==> src/rtl/uart_tx_q.sv <==
// uart_tx_q: FIFO-buffered UART transmitter with fixed one-cycle start latency and back-to-back frames.
// Defining UART_TX_BREAK_EN adds the brk input and line-break sequencing (BREAK/MARK states).
`timescale 1ns/1ps
module uart_tx_q #(
    parameter int CLK_FREQ   = 100_000_000,
    parameter int BAUD_RATE  = 9_600,
    parameter int DI_WIDTH   = 8,
    parameter int PARITY     = 0,
    parameter int STOP_BITS  = 1,
    parameter int FIFO_DEPTH = 16
) (
    input  logic                          clk,
    input  logic                          rst,
`ifdef UART_TX_BREAK_EN
    input  logic                          brk,
`endif
    input  logic [DI_WIDTH-1:0]           din,
    input  logic                          din_vld,
    output logic                          rfd,
    output logic                          tx,
    output logic                          busy,
    output logic [$clog2(FIFO_DEPTH):0]   level
);

    localparam int DIV      = CLK_FREQ / BAUD_RATE;
    localparam int STOP_LEN = STOP_BITS * DIV;
    localparam int CW       = (STOP_LEN > 1) ? $clog2(STOP_LEN) : 1;
    localparam int AW       = (FIFO_DEPTH > 1) ? $clog2(FIFO_DEPTH) : 1;
    localparam int LW       = AW + 1;
    localparam int BW       = $clog2(DI_WIDTH);

    localparam logic [CW-1:0] BIT_RELOAD  = CW'(DIV - 1);
    localparam logic [CW-1:0] STOP_RELOAD = CW'(STOP_LEN - 1);
    localparam logic [BW-1:0] LAST_BIT    = BW'(DI_WIDTH - 1);
    localparam logic [LW-1:0] FULL_LVL    = LW'(FIFO_DEPTH);
    localparam logic          PAR_ODD     = (PARITY == 2);

    typedef enum logic [2:0] {
        IDLE,
        START,
        DATA,
        PAR,
        STOP
`ifdef UART_TX_BREAK_EN
        ,
        BREAK,
        MARK
`endif
    } state_t;

    state_t               state_q, state_d;
    logic [CW-1:0]        baud_q, baud_d;
    logic [BW-1:0]        bit_q, bit_d;
    logic [DI_WIDTH-1:0]  shreg_q, shreg_d;
    logic                 par_q, par_d;
    logic                 tx_q, tx_d;

    logic [DI_WIDTH-1:0]  mem_q [FIFO_DEPTH];
    logic [AW-1:0]        wr_ptr_q, wr_ptr_d;
    logic [AW-1:0]        rd_ptr_q, rd_ptr_d;
    logic [LW-1:0]        level_q, level_d;
    logic [DI_WIDTH-1:0]  head;
    logic                 full, empty, wr_en, pop, tick;

    // rfd deliberately ignores a same-cycle pop, so a full FIFO never accepts a write.
    assign full  = (level_q == FULL_LVL);
    assign empty = (level_q == '0);
    assign wr_en = din_vld && !full;
    assign head  = mem_q[rd_ptr_q];
    assign tick  = (baud_q == '0);

    always_ff @(posedge clk) begin
        if (wr_en) begin
            mem_q[wr_ptr_q] <= din;
        end
    end

    always_comb begin
        wr_ptr_d = wr_en ? wr_ptr_q + 1'b1 : wr_ptr_q;
        rd_ptr_d = pop ? rd_ptr_q + 1'b1 : rd_ptr_q;
        level_d  = level_q;
        if (wr_en && !pop) begin
            level_d = level_q + 1'b1;
        end else if (pop && !wr_en) begin
            level_d = level_q - 1'b1;
        end
    end

    always_ff @(posedge clk or posedge rst) begin
        if (rst) begin
            wr_ptr_q <= '0;
            rd_ptr_q <= '0;
            level_q  <= '0;
        end else begin
            wr_ptr_q <= wr_ptr_d;
            rd_ptr_q <= rd_ptr_d;
            level_q  <= level_d;
        end
    end

    always_comb begin
        state_d = state_q;
        baud_d  = tick ? baud_q : baud_q - 1'b1;
        bit_d   = bit_q;
        shreg_d = shreg_q;
        par_d   = par_q;
        tx_d    = tx_q;
        pop     = 1'b0;

        case (state_q)
            IDLE: begin
                tx_d = 1'b1;
`ifdef UART_TX_BREAK_EN
                if (brk) begin
                    state_d = BREAK;
                    tx_d    = 1'b0;
                end else
`endif
                if (!empty) begin
                    pop = 1'b1;
                end
            end

            START: begin
                if (tick) begin
                    state_d = DATA;
                    baud_d  = BIT_RELOAD;
                    bit_d   = '0;
                    tx_d    = shreg_q[0];
                    shreg_d = shreg_q >> 1;
                end
            end

            DATA: begin
                if (tick) begin
                    if (bit_q == LAST_BIT) begin
                        if (PARITY != 0) begin
                            state_d = PAR;
                            baud_d  = BIT_RELOAD;
                            tx_d    = par_q;
                        end else begin
                            state_d = STOP;
                            baud_d  = STOP_RELOAD;
                            tx_d    = 1'b1;
                        end
                    end else begin
                        baud_d  = BIT_RELOAD;
                        bit_d   = bit_q + 1'b1;
                        tx_d    = shreg_q[0];
                        shreg_d = shreg_q >> 1;
                    end
                end
            end

            PAR: begin
                if (tick) begin
                    state_d = STOP;
                    baud_d  = STOP_RELOAD;
                    tx_d    = 1'b1;
                end
            end

            STOP: begin
                if (tick) begin
`ifdef UART_TX_BREAK_EN
                    if (brk) begin
                        state_d = BREAK;
                        tx_d    = 1'b0;
                    end else
`endif
                    if (!empty) begin
                        pop = 1'b1;
                    end else begin
                        state_d = IDLE;
                        tx_d    = 1'b1;
                    end
                end
            end

`ifdef UART_TX_BREAK_EN
            BREAK: begin
                tx_d = 1'b0;
                if (!brk) begin
                    state_d = MARK;
                    baud_d  = BIT_RELOAD;
                    tx_d    = 1'b1;
                end
            end

            // One full mark bit after a break before the line may start a new frame.
            MARK: begin
                tx_d = 1'b1;
                if (brk) begin
                    state_d = BREAK;
                    tx_d    = 1'b0;
                end else if (tick) begin
                    if (!empty) begin
                        pop = 1'b1;
                    end else begin
                        state_d = IDLE;
                    end
                end
            end
`endif

            default: begin
                state_d = IDLE;
                tx_d    = 1'b1;
            end
        endcase

        if (pop) begin
            state_d = START;
            baud_d  = BIT_RELOAD;
            tx_d    = 1'b0;
            shreg_d = head;
            par_d   = (^head) ^ PAR_ODD;
        end
    end

    always_ff @(posedge clk or posedge rst) begin
        if (rst) begin
            state_q <= IDLE;
            baud_q  <= '0;
            bit_q   <= '0;
            shreg_q <= '0;
            par_q   <= 1'b0;
            tx_q    <= 1'b1;
        end else begin
            state_q <= state_d;
            baud_q  <= baud_d;
            bit_q   <= bit_d;
            shreg_q <= shreg_d;
            par_q   <= par_d;
            tx_q    <= tx_d;
        end
    end

    assign rfd   = !full;
    assign tx    = tx_q;
    assign busy  = (state_q != IDLE);
    assign level = level_q;

endmodule

==> config.mk <==
export PLATFORM = sky130hd
export DESIGN_NAME = uart_tx_q
export DESIGN_NICKNAME = d
export VERILOG_FILES = /design/src/rtl/uart_tx_q.sv
export SDC_FILE = /design/constraint.sdc
export NUM_CORES = 1
export LEC_CHECK = 0
export BUFFER_PORTS_ARGS = -buffer_cell sky130_fd_sc_hd__buf_2
export CAP_MARGIN = 20
export CORE_AREA = 2 2 107 135
export DETAILED_ROUTE_END_ITERATION = 7
export DIE_AREA = 0 0 109 137
export GPL_ROUTABILITY_DRIVEN = 0
export PLACE_DENSITY = 0.75
export SLEW_MARGIN = 20
export SYNTH_ARGS = -nofsm -noshare
export SYNTH_HDL_FRONTEND = slang
export SYNTH_SLANG_ARGS = --single-unit
export TNS_END_PERCENT = 10
==> constraint.sdc <==
create_clock -name clk -period 3.1 [get_ports clk]
set_input_delay 0.31 -clock clk [delete_from_list [all_inputs] [get_ports clk]]
set_output_delay 0.31 -clock clk [all_outputs]
set_load 0.05 [all_outputs]
==> results of run 1 <==
==> worst paths after layout <==
check / startpoint / to / slack, ns / depth (start not counted)
setup / recovery: baud_q[0] / level[4] / 0.14 / 15
hold / removal: din[7] / mem_q[6][7] / 0.27 / 1
setup reg to reg: baud_q[0] / level[4] / 0.14 / 15
hold reg to reg: bit_q[2] / bit_q[2] / 0.50 / 2
max in group asynchronous: rst / level[0] / 1.98 / 4
min in group asynchronous: rst / state_q[0] / 0.48 / 3
==> report_power, final <==
part	internal (mW)	switching, mW
clock network	1.14	0.933
logic	0.251	0.468
registers	2.69	0.140
==> cells in the final DEF, fill, tap and decap left out, types with 4 or more instances in the layout <==
master / synthesis / layout
sky130_fd_sc_hd__o21ai_0: 15 / 15
sky130_fd_sc_hd__mux4_2: 32 / 32
sky130_fd_sc_hd__inv_6: 0 / 6
sky130_fd_sc_hd__nand2_1: 27 / 26
sky130_fd_sc_hd__xnor2_1: 10 / 10
sky130_fd_sc_hd__mux2i_1: 8 / 8
sky130_fd_sc_hd__buf_2: 2 / 18
sky130_fd_sc_hd__or3_1: 4 / 4
sky130_fd_sc_hd__and3_2: 7 / 7
sky130_fd_sc_hd__edfxtp_1: 128 / 128
sky130_fd_sc_hd__nor2_1: 28 / 28
sky130_fd_sc_hd__nor3_1: 9 / 9
sky130_fd_sc_hd__xor2_1: 9 / 9
sky130_fd_sc_hd__inv_1: 8 / 7
sky130_fd_sc_hd__ha_1: 13 / 13
sky130_fd_sc_hd__dfrtp_1: 41 / 39
sky130_fd_sc_hd__clkinvlp_4: 0 / 5
sky130_fd_sc_hd__a21oi_1: 13 / 13
sky130_fd_sc_hd__clkbuf_16: 0 / 17
sky130_fd_sc_hd__a22oi_1: 15 / 15
sky130_fd_sc_hd__buf_4: 1 / 17
sky130_fd_sc_hd__nand3_1: 5 / 5
==> routing by layer <==
metal / share of wire [%] / global-route usage (%)
met1: 42 / 24.7
met2: 53 / 33.6
met3: 3.2 / 4.00
met4: 1.7 / 7.34
met5: 0 / 0
==> cell type report <==
cell class                 instances  share of cell area (%)
multi-input combinational        236                    26.3
inverter                          10                   0.493
sequential                       170                    60.3
tap                              175                    2.70
timing repair buffer              37                    3.05
clock inverter                    15                    1.89
clock buffer                      17                    5.24
==> metrics by stage <==
stage | cells | util, %
after floorplan | 436 | -
after global routing | 660 | 59.6
after global placement | 624 | 55.1
final | 660 | 59.6
after detailed placement | 624 | 55.1
after CTS | 656 | 59.3
==> worst reg2reg max path, delay by kind of cell, from the launching register on <==
kind | cells | cell delay (ns)
flops | 1 | 0.42
xor+xnor | 2 | 0.28
buf+inv | 4 | 0.34
simple gates | 3 | 0.60
compound gates | 3 | 0.51
fa+ha+maj | 3 | 0.69
==> state kept, by name, indices dropped and copies added, names as in the netlist <==
register	flops
mem_q	128
shreg_q	8
bit_q	3
state_q	3
tx	1
baud_q	14
wr_ptr_q	4
level	5
rd_ptr_q	4
==> cell families after synthesis <==
logic type,Yosys count,synth area share (%)
DFF,170,67.6
muxes,43,11.5
xor gates and xnor gates,20,2.52
AOI/OAI and AO/OA,55,5.22
and+or+nand+nor,104,7.71
adders and majority gates,14,2.52
buffers and inverters,30,2.89
==> timing repair <==
item	CTS	global route
setup buffers	0	3
setup endpoints to repair	0	1
hold buffers	0	1
gates resized for setup	0	0
endpoints found under the hold margin	0	6
==> impl_results.html, run 1 <==
<table>
<tr><th>Metric</th><th>Value</th></tr>
<tr><th colspan="2">Synthesis</th></tr>
<tr><td>Most numerous cell in the Yosys netlist</td><td>sky130_fd_sc_hd__edfxtp_1</td></tr>
<tr><td>Yosys warnings</td><td>0</td></tr>
<tr><td>Sequential fraction of the synthesis area</td><td>67.6%</td></tr>
<tr><td>Synthesized area divided by synthesized cell count</td><td>16.6 um2</td></tr>
<tr><td>Async S/R FF share, synth</td><td>24.7%</td></tr>
<tr><td>Synth area leader</td><td>sky130_fd_sc_hd__edfxtp_1</td></tr>
<tr><td>Main area contributors after synthesis</td><td>sky130_fd_sc_hd__edfxtp_1 53%, sky130_fd_sc_hd__dfrtp_1 14%, sky130_fd_sc_hd__mux4_2 10%, sky130_fd_sc_hd__ha_1 2.2%, sky130_fd_sc_hd__a22oi_1 1.6%</td></tr>
<tr><td>Syn Nets</td><td>461</td></tr>
<tr><td>Distinct cell type count of the synthesized netlist</td><td>55</td></tr>
<tr><td>Yosys reg bits</td><td>170</td></tr>
<tr><td>Number of flops mapped to enable cells by yosys</td><td>128</td></tr>
<tr><td>Leading post-synthesis cells by instance count</td><td>128 x sky130_fd_sc_hd__edfxtp_1, 41 x sky130_fd_sc_hd__dfrtp_1, 32 x sky130_fd_sc_hd__mux4_2, 28 x sky130_fd_sc_hd__nor2_1, 27 x sky130_fd_sc_hd__nand2_1</td></tr>
<tr><td>Netlist area before placement</td><td>0.00724 mm2</td></tr>
<tr><td>Syn Inst Count</td><td>436</td></tr>
<tr><td>Synth top area share</td><td>53.1%</td></tr>
<tr><td>Primary flip-flop cell chosen by synthesis mapping</td><td>sky130_fd_sc_hd__edfxtp_1</td></tr>
<tr><th colspan="2">Placement</th></tr>
<tr><td>Number of buffers inserted by port buffering</td><td>18</td></tr>
<tr><td>DP Worst Slack</td><td>0.0299 ns</td></tr>
<tr><td>Post-DP HPWL</td><td>8.71 mm</td></tr>
<tr><td>Placed standard-cell area</td><td>0.00751 mm2</td></tr>
<tr><th colspan="2">Routing</th></tr>
<tr><td>Routed len/inst</td><td>20.4 um</td></tr>
<tr><td>Remaining antenna violation count</td><td>0</td></tr>
<tr><td>Drt first-iter violations</td><td>216</td></tr>
<tr><td>Vias post-DR</td><td>3822</td></tr>
<tr><td>Total iterations of the first detailed-routing run</td><td>4</td></tr>
<tr><td>Detailed-route DRC error count</td><td>0</td></tr>
<tr><td>DRT Wirelength</td><td>13.5 mm</td></tr>
<tr><td>Detail-routed via count per cell</td><td>5.79</td></tr>
<tr><th colspan="2">Power</th></tr>
<tr><td>Design Power</td><td>5.62 mW</td></tr>
<tr><td>Power density of the placed cells</td><td>691 mW/mm2</td></tr>
<tr><td>Leak Pwr</td><td>2.85 nW</td></tr>
<tr><td>Worst VDD drop</td><td>0.351 mV</td></tr>
<tr><th colspan="2">Die</th></tr>
<tr><td>Die area</td><td>0.0149 mm2</td></tr>
<tr><td>Initial core utilization</td><td>53.1%</td></tr>
<tr><td>Site row count</td><td>48</td></tr>
<tr><td>Standard cell core area</td><td>0.0136 mm2</td></tr>
<tr><td>Die extent in x</td><td>109 um</td></tr>
<tr><td>Die height</td><td>137 um</td></tr>
<tr><td>Number of ports placed on the die boundary</td><td>19</td></tr>
<tr><th colspan="2">Clock network</th></tr>
<tr><td>Clk sinks</td><td>170</td></tr>
<tr><td>Cell at the root of the clock tree</td><td>sky130_fd_sc_hd__clkbuf_16</td></tr>
<tr><td>H-tree levels</td><td>4</td></tr>
<tr><td>CTS tree</td><td>yes</td></tr>
<tr><td>Clock Latency Late Sink</td><td>0.42 ns</td></tr>
<tr><td>Buffer levels on the longest clock path</td><td>2</td></tr>
<tr><td>Clock-pin slew on the worst setup and hold paths</td><td>0.07 ns</td></tr>
<tr><td>Clock buffer count from CTS</td><td>17</td></tr>
<tr><th colspan="2">Setup path</th></tr>
<tr><td>Buf+Inv Stages, Crit Path</td><td>4</td></tr>
<tr><td>Launching element type of the critical path</td><td>flip-flop</td></tr>
<tr><td>Req. time, crit path</td><td>3.40 ns</td></tr>
<tr><td>Slowest cell on the critical path</td><td>sky130_fd_sc_hd__dfrtp_1</td></tr>
<tr><td>Critical path peak fanout</td><td>10</td></tr>
<tr><td>Worst stage delay on the critical path</td><td>0.42 ns</td></tr>
<tr><td>Most numerous cell on the critical path</td><td>sky130_fd_sc_hd__ha_1</td></tr>
<tr><td>Data arrival at the endpoint of the critical path</td><td>3.27 ns</td></tr>
<tr><td>Cell chain of the critical path</td><td>inv_1, ha_1, nor4b_4, and4_4, inv_4, a21oi_4, inv_2, ha_1, inv_1, ha_1, a21o_1, a21oi_1, xnor2_1, nor2_1, xor2_1</td></tr>
<tr><td>Type of element capturing the critical path</td><td>flip-flop</td></tr>
<tr><td>Crit path max-delay family</td><td>adder cells</td></tr>
<tr><td>Startpoint-to-endpoint class of the critical path</td><td>flip-flop to flip-flop</td></tr>
<tr><th colspan="2">Run status</th></tr>
<tr><td>Run status</td><td>finished, final reports clean</td></tr>
<tr><th colspan="2">Timing</th></tr>
<tr><td>Worst slack on hold paths</td><td>0.265 ns</td></tr>
<tr><td>Headroom to the max-slew limit</td><td>42.9%</td></tr>
<tr><td>Period utilisation layout</td><td>95.5%</td></tr>
<tr><td>Post-route worst setup slack</td><td>0.138 ns</td></tr>
<tr><td>Fmax</td><td>0.338 GHz</td></tr>
<tr><td>Minimum clock period</td><td>2.96 ns</td></tr>
<tr><td>Measured slew at the worst slew-check pin</td><td>0.848 ns</td></tr>
<tr><td>Fin. Hold Viols</td><td>0</td></tr>
<tr><td>Accumulated negative setup slack</td><td>0 ns</td></tr>
<tr><td>Setup violations, final</td><td>0</td></tr>
<tr><td>Number of pins with negative max-slew slack in the final report</td><td>0</td></tr>
<tr><td>Worst Clk Skew</td><td>0.00776 ns</td></tr>
<tr><th colspan="2">Run</th></tr>
<tr><td>Max-cap check violation count</td><td>0</td></tr>
<tr><th colspan="2">GRT</th></tr>
<tr><td>Total gr overflow</td><td>0</td></tr>
<tr><td>Global-route wire length before repair</td><td>21.2 mm</td></tr>
<tr><td>Largest net degree at the start of global routing</td><td>35</td></tr>
<tr><td>Overall global routing resource usage</td><td>19.7%</td></tr>
<tr><td>Number of antenna violations at the first check in global routing</td><td>0</td></tr>
<tr><td>Number of global-route vias before repair</td><td>3936</td></tr>
<tr><th colspan="2">Final layout</th></tr>
<tr><td>Area occupied by registers</td><td>0.00490 mm2</td></tr>
<tr><td>Filler cell count in the final layout</td><td>986</td></tr>
<tr><td>Area of the multi-input gates</td><td>0.00214 mm2</td></tr>
<tr><td>Final design instance area without fill</td><td>0.00812 mm2</td></tr>
<tr><td>Layout net count</td><td>497</td></tr>
<tr><td>Layout cells sized above 1</td><td>26.4%</td></tr>
<tr><td>ANT cells</td><td>0</td></tr>
<tr><td>Area growth from synthesis to final layout</td><td>12.2%</td></tr>
<tr><th colspan="2">Min path</th></tr>
<tr><td>HP Class</td><td>input pin to flip-flop</td></tr>
</table>
(Power assumes the default switching activity.)
==> run 2: changes to the inputs <==
- PLACE_DENSITY: 0.75 -> 0.67
- SETUP_SLACK_MARGIN: not set -> 0.15
==> run 2 against run 1 <==
Effect of this change: sequential cell count unchanged; critical path depth shrank 3; global-route usage grew 0.71 points; worst hold slack worse by 0.0012 ns; total power is 0.65% higher; clock-buffer cell count is 1 higher; sequential share of layout area is 0.92 points lower; via count is 0.21% higher; register-to-register slack improved by 0.14 ns; design area increased by 1.6%; clock power shrank 3%; core utilization rose by 0.95 points; critical path type unchanged; largest power group unchanged.
==> impl_results.html, run 2 (synthesized netlist as in run 1, its figures left out) <==
<table>
<tr><th>Metric</th><th>Value</th></tr>
<tr><th colspan="2">Timing</th></tr>
<tr><td>Headroom to the max-slew limit</td><td>44.9% (+2.0 points)</td></tr>
<tr><td>Accumulated negative setup slack</td><td>0 ns (unchanged)</td></tr>
<tr><td>Worst Clk Skew</td><td>0.00994 ns (+0.00217 ns)</td></tr>
<tr><td>Period utilisation layout</td><td>90.9% (-4.6 points)</td></tr>
<tr><td>Fmax</td><td>0.355 GHz (+5.1%)</td></tr>
<tr><td>Unrepaired setup endpoints after global routing</td><td>no</td></tr>
<tr><td>Fin. Hold Viols</td><td>0 (unchanged)</td></tr>
<tr><td>Minimum clock period</td><td>2.82 ns (-0.144 ns)</td></tr>
<tr><td>Setup violations, final</td><td>0 (unchanged)</td></tr>
<tr><td>Number of pins with negative max-slew slack in the final report</td><td>0 (unchanged)</td></tr>
<tr><td>Measured slew at the worst slew-check pin</td><td>0.818 ns (-0.0302 ns)</td></tr>
<tr><th colspan="2">Final layout</th></tr>
<tr><td>Area of the multi-input gates</td><td>0.00216 mm2 (+1.2%)</td></tr>
<tr><td>Area occupied by registers</td><td>0.00490 mm2 (about the same)</td></tr>
<tr><td>Area growth from synthesis to final layout</td><td>14.0%</td></tr>
<tr><td>Most flops, register</td><td>mem_q</td></tr>
<tr><td>Layout net count</td><td>513 (+3.2%)</td></tr>
<tr><td>ANT cells</td><td>0 (unchanged)</td></tr>
<tr><td>Leading cell type in the layout, fill and taps excluded</td><td>sky130_fd_sc_hd__edfxtp_1</td></tr>
<tr><td>Registers with the most flip-flops</td><td>mem_q: 128 flops, baud_q: 14 flops, shreg_q: 8 flops</td></tr>
<tr><td>Layout cells sized above 1</td><td>28.7% (+2.4 points)</td></tr>
<tr><td>Number of standard cells in the layout, taps in and fillers out</td><td>676 (+2.4%)</td></tr>
<tr><td>Number of flip-flops under the largest register name</td><td>128 (unchanged)</td></tr>
<tr><td>Commonest cells after routing, fill and taps aside</td><td>128 x sky130_fd_sc_hd__edfxtp_1, 37 x sky130_fd_sc_hd__dfrtp_1, 33 x sky130_fd_sc_hd__buf_4</td></tr>
<tr><td>Filler cell count in the final layout</td><td>989 (+0.30%)</td></tr>
<tr><th colspan="2">Clock network</th></tr>
<tr><td>Clock buffer count from CTS</td><td>17 (unchanged)</td></tr>
<tr><td>Clock Latency Late Sink</td><td>0.42 ns (about the same)</td></tr>
<tr><td>Buffer levels on the longest clock path</td><td>2 (unchanged)</td></tr>
<tr><td>CTS tree</td><td>yes</td></tr>
<tr><td>Clk sinks</td><td>170 (unchanged)</td></tr>
<tr><td>Cell at the root of the clock tree</td><td>sky130_fd_sc_hd__clkbuf_16</td></tr>
<tr><td>Clock-pin slew on the worst setup and hold paths</td><td>0.07 ns (about the same)</td></tr>
<tr><td>H-tree levels</td><td>4 (unchanged)</td></tr>
<tr><th colspan="2">Placement</th></tr>
<tr><td>Post-DP HPWL</td><td>9.19 mm (+5.5%)</td></tr>
<tr><td>Number of buffers inserted by port buffering</td><td>18 (unchanged)</td></tr>
<tr><td>Placed instance count</td><td>632 (+1.3%)</td></tr>
<tr><th colspan="2">GRT</th></tr>
<tr><td>Global-route wire length before repair</td><td>21.9 mm (+3.1%)</td></tr>
<tr><td>Total gr overflow</td><td>0 (unchanged)</td></tr>
<tr><td>Number of antenna violations at the first check in global routing</td><td>0 (unchanged)</td></tr>
<tr><td>Overall global routing resource usage</td><td>20.4% (+0.71 points)</td></tr>
<tr><td>Largest net degree at the start of global routing</td><td>35 (unchanged)</td></tr>
<tr><td>Number of global-route vias before repair</td><td>3920 (-0.41%)</td></tr>
<tr><th colspan="2">Die</th></tr>
<tr><td>Number of ports placed on the die boundary</td><td>19 (unchanged)</td></tr>
<tr><td>Standard cell core area</td><td>0.0136 mm2 (unchanged)</td></tr>
<tr><td>Die extent in x</td><td>109 um (unchanged)</td></tr>
<tr><td>Die area</td><td>0.0149 mm2 (unchanged)</td></tr>
<tr><td>Die height</td><td>137 um (unchanged)</td></tr>
<tr><td>Site row count</td><td>48 (unchanged)</td></tr>
<tr><td>Initial core utilization</td><td>53.1% (unchanged)</td></tr>
<tr><th colspan="2">Routing</th></tr>
<tr><td>Total iterations of the first detailed-routing run</td><td>4 (unchanged)</td></tr>
<tr><td>Remaining antenna violation count</td><td>0 (unchanged)</td></tr>
<tr><td>Uppermost layer routed</td><td>met4</td></tr>
<tr><td>Vias post-DR</td><td>3830 (+0.21%)</td></tr>
<tr><td>Met1 layer wirelength in the final routing</td><td>5.57 mm (-1.6%)</td></tr>
<tr><td>Detail-routed via count per cell</td><td>5.67 (-2.2%)</td></tr>
<tr><td>Detailed-route DRC error count</td><td>0 (unchanged)</td></tr>
<tr><td>Met2 wire len</td><td>7.52 mm (+5.4%)</td></tr>
<tr><td>DRT Wirelength</td><td>13.7 mm (+1.7%)</td></tr>
<tr><td>Detail Route met3 WL</td><td>321 um (-25%)</td></tr>
<tr><td>Drt first-iter violations</td><td>350 (+62%)</td></tr>
<tr><td>Routed len/inst</td><td>20.2 um (-0.68%)</td></tr>
<tr><th colspan="2">Power</th></tr>
<tr><td>Sequential fraction of design power</td><td>49.9% (-0.4 points)</td></tr>
<tr><td>Worst VDD drop</td><td>0.416 mV (+18%)</td></tr>
<tr><td>Power density of the placed cells</td><td>685 mW/mm2 (-0.94%)</td></tr>
<tr><td>Leak Pwr</td><td>2.92 nW (+2.5%)</td></tr>
<tr><td>Fraction of power consumed by the clock network</td><td>35.5% (-1.3 points)</td></tr>
<tr><td>Logic gate share of total power</td><td>14.6% (+1.8 points)</td></tr>
<tr><td>Design Power</td><td>5.65 mW (+0.65%)</td></tr>
<tr><td>Internal power consumption</td><td>4.18 mW (+2.6%)</td></tr>
<tr><td>Psw</td><td>1.47 mW (-4.5%)</td></tr>
<tr><td>Switch share</td><td>26.0% (-1.4 points)</td></tr>
<tr><th colspan="2">Setup path</th></tr>
<tr><td>Launching element type of the critical path</td><td>flip-flop</td></tr>
<tr><td>Critical path peak fanout</td><td>9 (-1)</td></tr>
<tr><td>Req. time, crit path</td><td>3.40 ns (about the same)</td></tr>
<tr><td>Startpoint-to-endpoint class of the critical path</td><td>flip-flop to flip-flop</td></tr>
<tr><td>Type of element capturing the critical path</td><td>flip-flop</td></tr>
<tr><td>Data arrival at the endpoint of the critical path</td><td>3.12 ns (-0.15 ns)</td></tr>
<tr><th colspan="2">Run</th></tr>
<tr><td>Max-cap check violation count</td><td>0 (unchanged)</td></tr>
<tr><th colspan="2">Min path</th></tr>
<tr><td>HP Class</td><td>input pin to flip-flop</td></tr>
<tr><th colspan="2">Run status</th></tr>
<tr><td>Run status</td><td>finished, final reports clean</td></tr>
</table>
-- run 2: changes by cell type in the layout (fill, tap and decap cells not counted), sizes merged --
cell,previous run,this run
buf,36,52
bufinv,1,2
clkbuf,17,18
clkinv,0,10
clkinvlp,5,2
inv,19,10
-- run 2: power by group through the flow --
stage | combinational, mW | sequential, mW | clock, mW
finish | 0.827 | 2.82 | 2.01
global route | 0.905 | 2.84 | 2.13
CTS | 0.761 | 2.83 | 2.04
detailed placement | 0.757 | 2.87 | 0
global placement | 0.739 | 2.86 | 0
floorplan | 0.430 | 2.94 | 0
-- run 2: routing by layer --
metal  vias to the layer above  GRT usage [%]
met3                        18           4.29
li1                       1781              -
met2                        54           35.5
met4                         0           8.05
met1                      1977           24.8
met5                         -              0
-- run 2: path summary, 6_finish.rpt --
path | slack, ns | start | depth (start not counted) | end
max | 0.28 | level[0] | 12 | level[4]
min | 0.26 | din[7] | 1 | mem_q[6][7]
max reg2reg | 0.28 | level[0] | 12 | level[4]
min reg2reg | 0.49 | bit_q[1] | 2 | bit_q[1]
max in group asynchronous | 1.95 | rst | 4 | tx
min in group asynchronous | 0.38 | rst | 3 | baud_q[10]
-- run 2: through the flow --
step / hold WS, ns / setup slack [ns] / instance area (um2) / util, %
floorplan: 0.409 / 0.152 / 7250 / -
global placement: 0.275 / 0.180 / 7580 / 55.6
detailed placement: 0.275 / 0.149 / 7580 / 55.6
CTS: 0.258 / 0.183 / 8160 / 59.8
global route: 0.272 / 0.131 / 8250 / 60.5
finish: 0.264 / 0.282 / 8250 / 60.5
-- run 2: what timing repair did --
action	CTS	global route
hold buffers	1	0
endpoints found under the setup margin	1	2
hold endpoints to repair	10	0
gates resized for setup	1	4
setup buffers	1	10
pin swaps	0	0
-- run 2: worst max-delay path, stage by stage, from the launching register on --
cell and delay, ns:
sky130_fd_sc_hd__dfrtp_2 0.43, sky130_fd_sc_hd__or4_4 0.55, sky130_fd_sc_hd__o21ai_4 0.20, sky130_fd_sc_hd__a21oi_4 0.06, sky130_fd_sc_hd__inv_4 0.10, sky130_fd_sc_hd__ha_1 0.20
sky130_fd_sc_hd__inv_2 0.09, sky130_fd_sc_hd__fa_1 0.41, sky130_fd_sc_hd__a21o_1 0.20, sky130_fd_sc_hd__a21oi_2 0.14, sky130_fd_sc_hd__xnor2_1 0.12, sky130_fd_sc_hd__nor2_1 0.06
sky130_fd_sc_hd__xor2_1 0.14
-- run 2: final cells by class --
class	count	area share (%)
Timing Repair Buffer	53	4.46
Multi-Input combinational cell	236	26.2
Inverter	10	0.515
Clock inverter	14	1.58
Clock buffer	18	5.20
Tap cell	175	2.65
Sequential cell	170	59.4
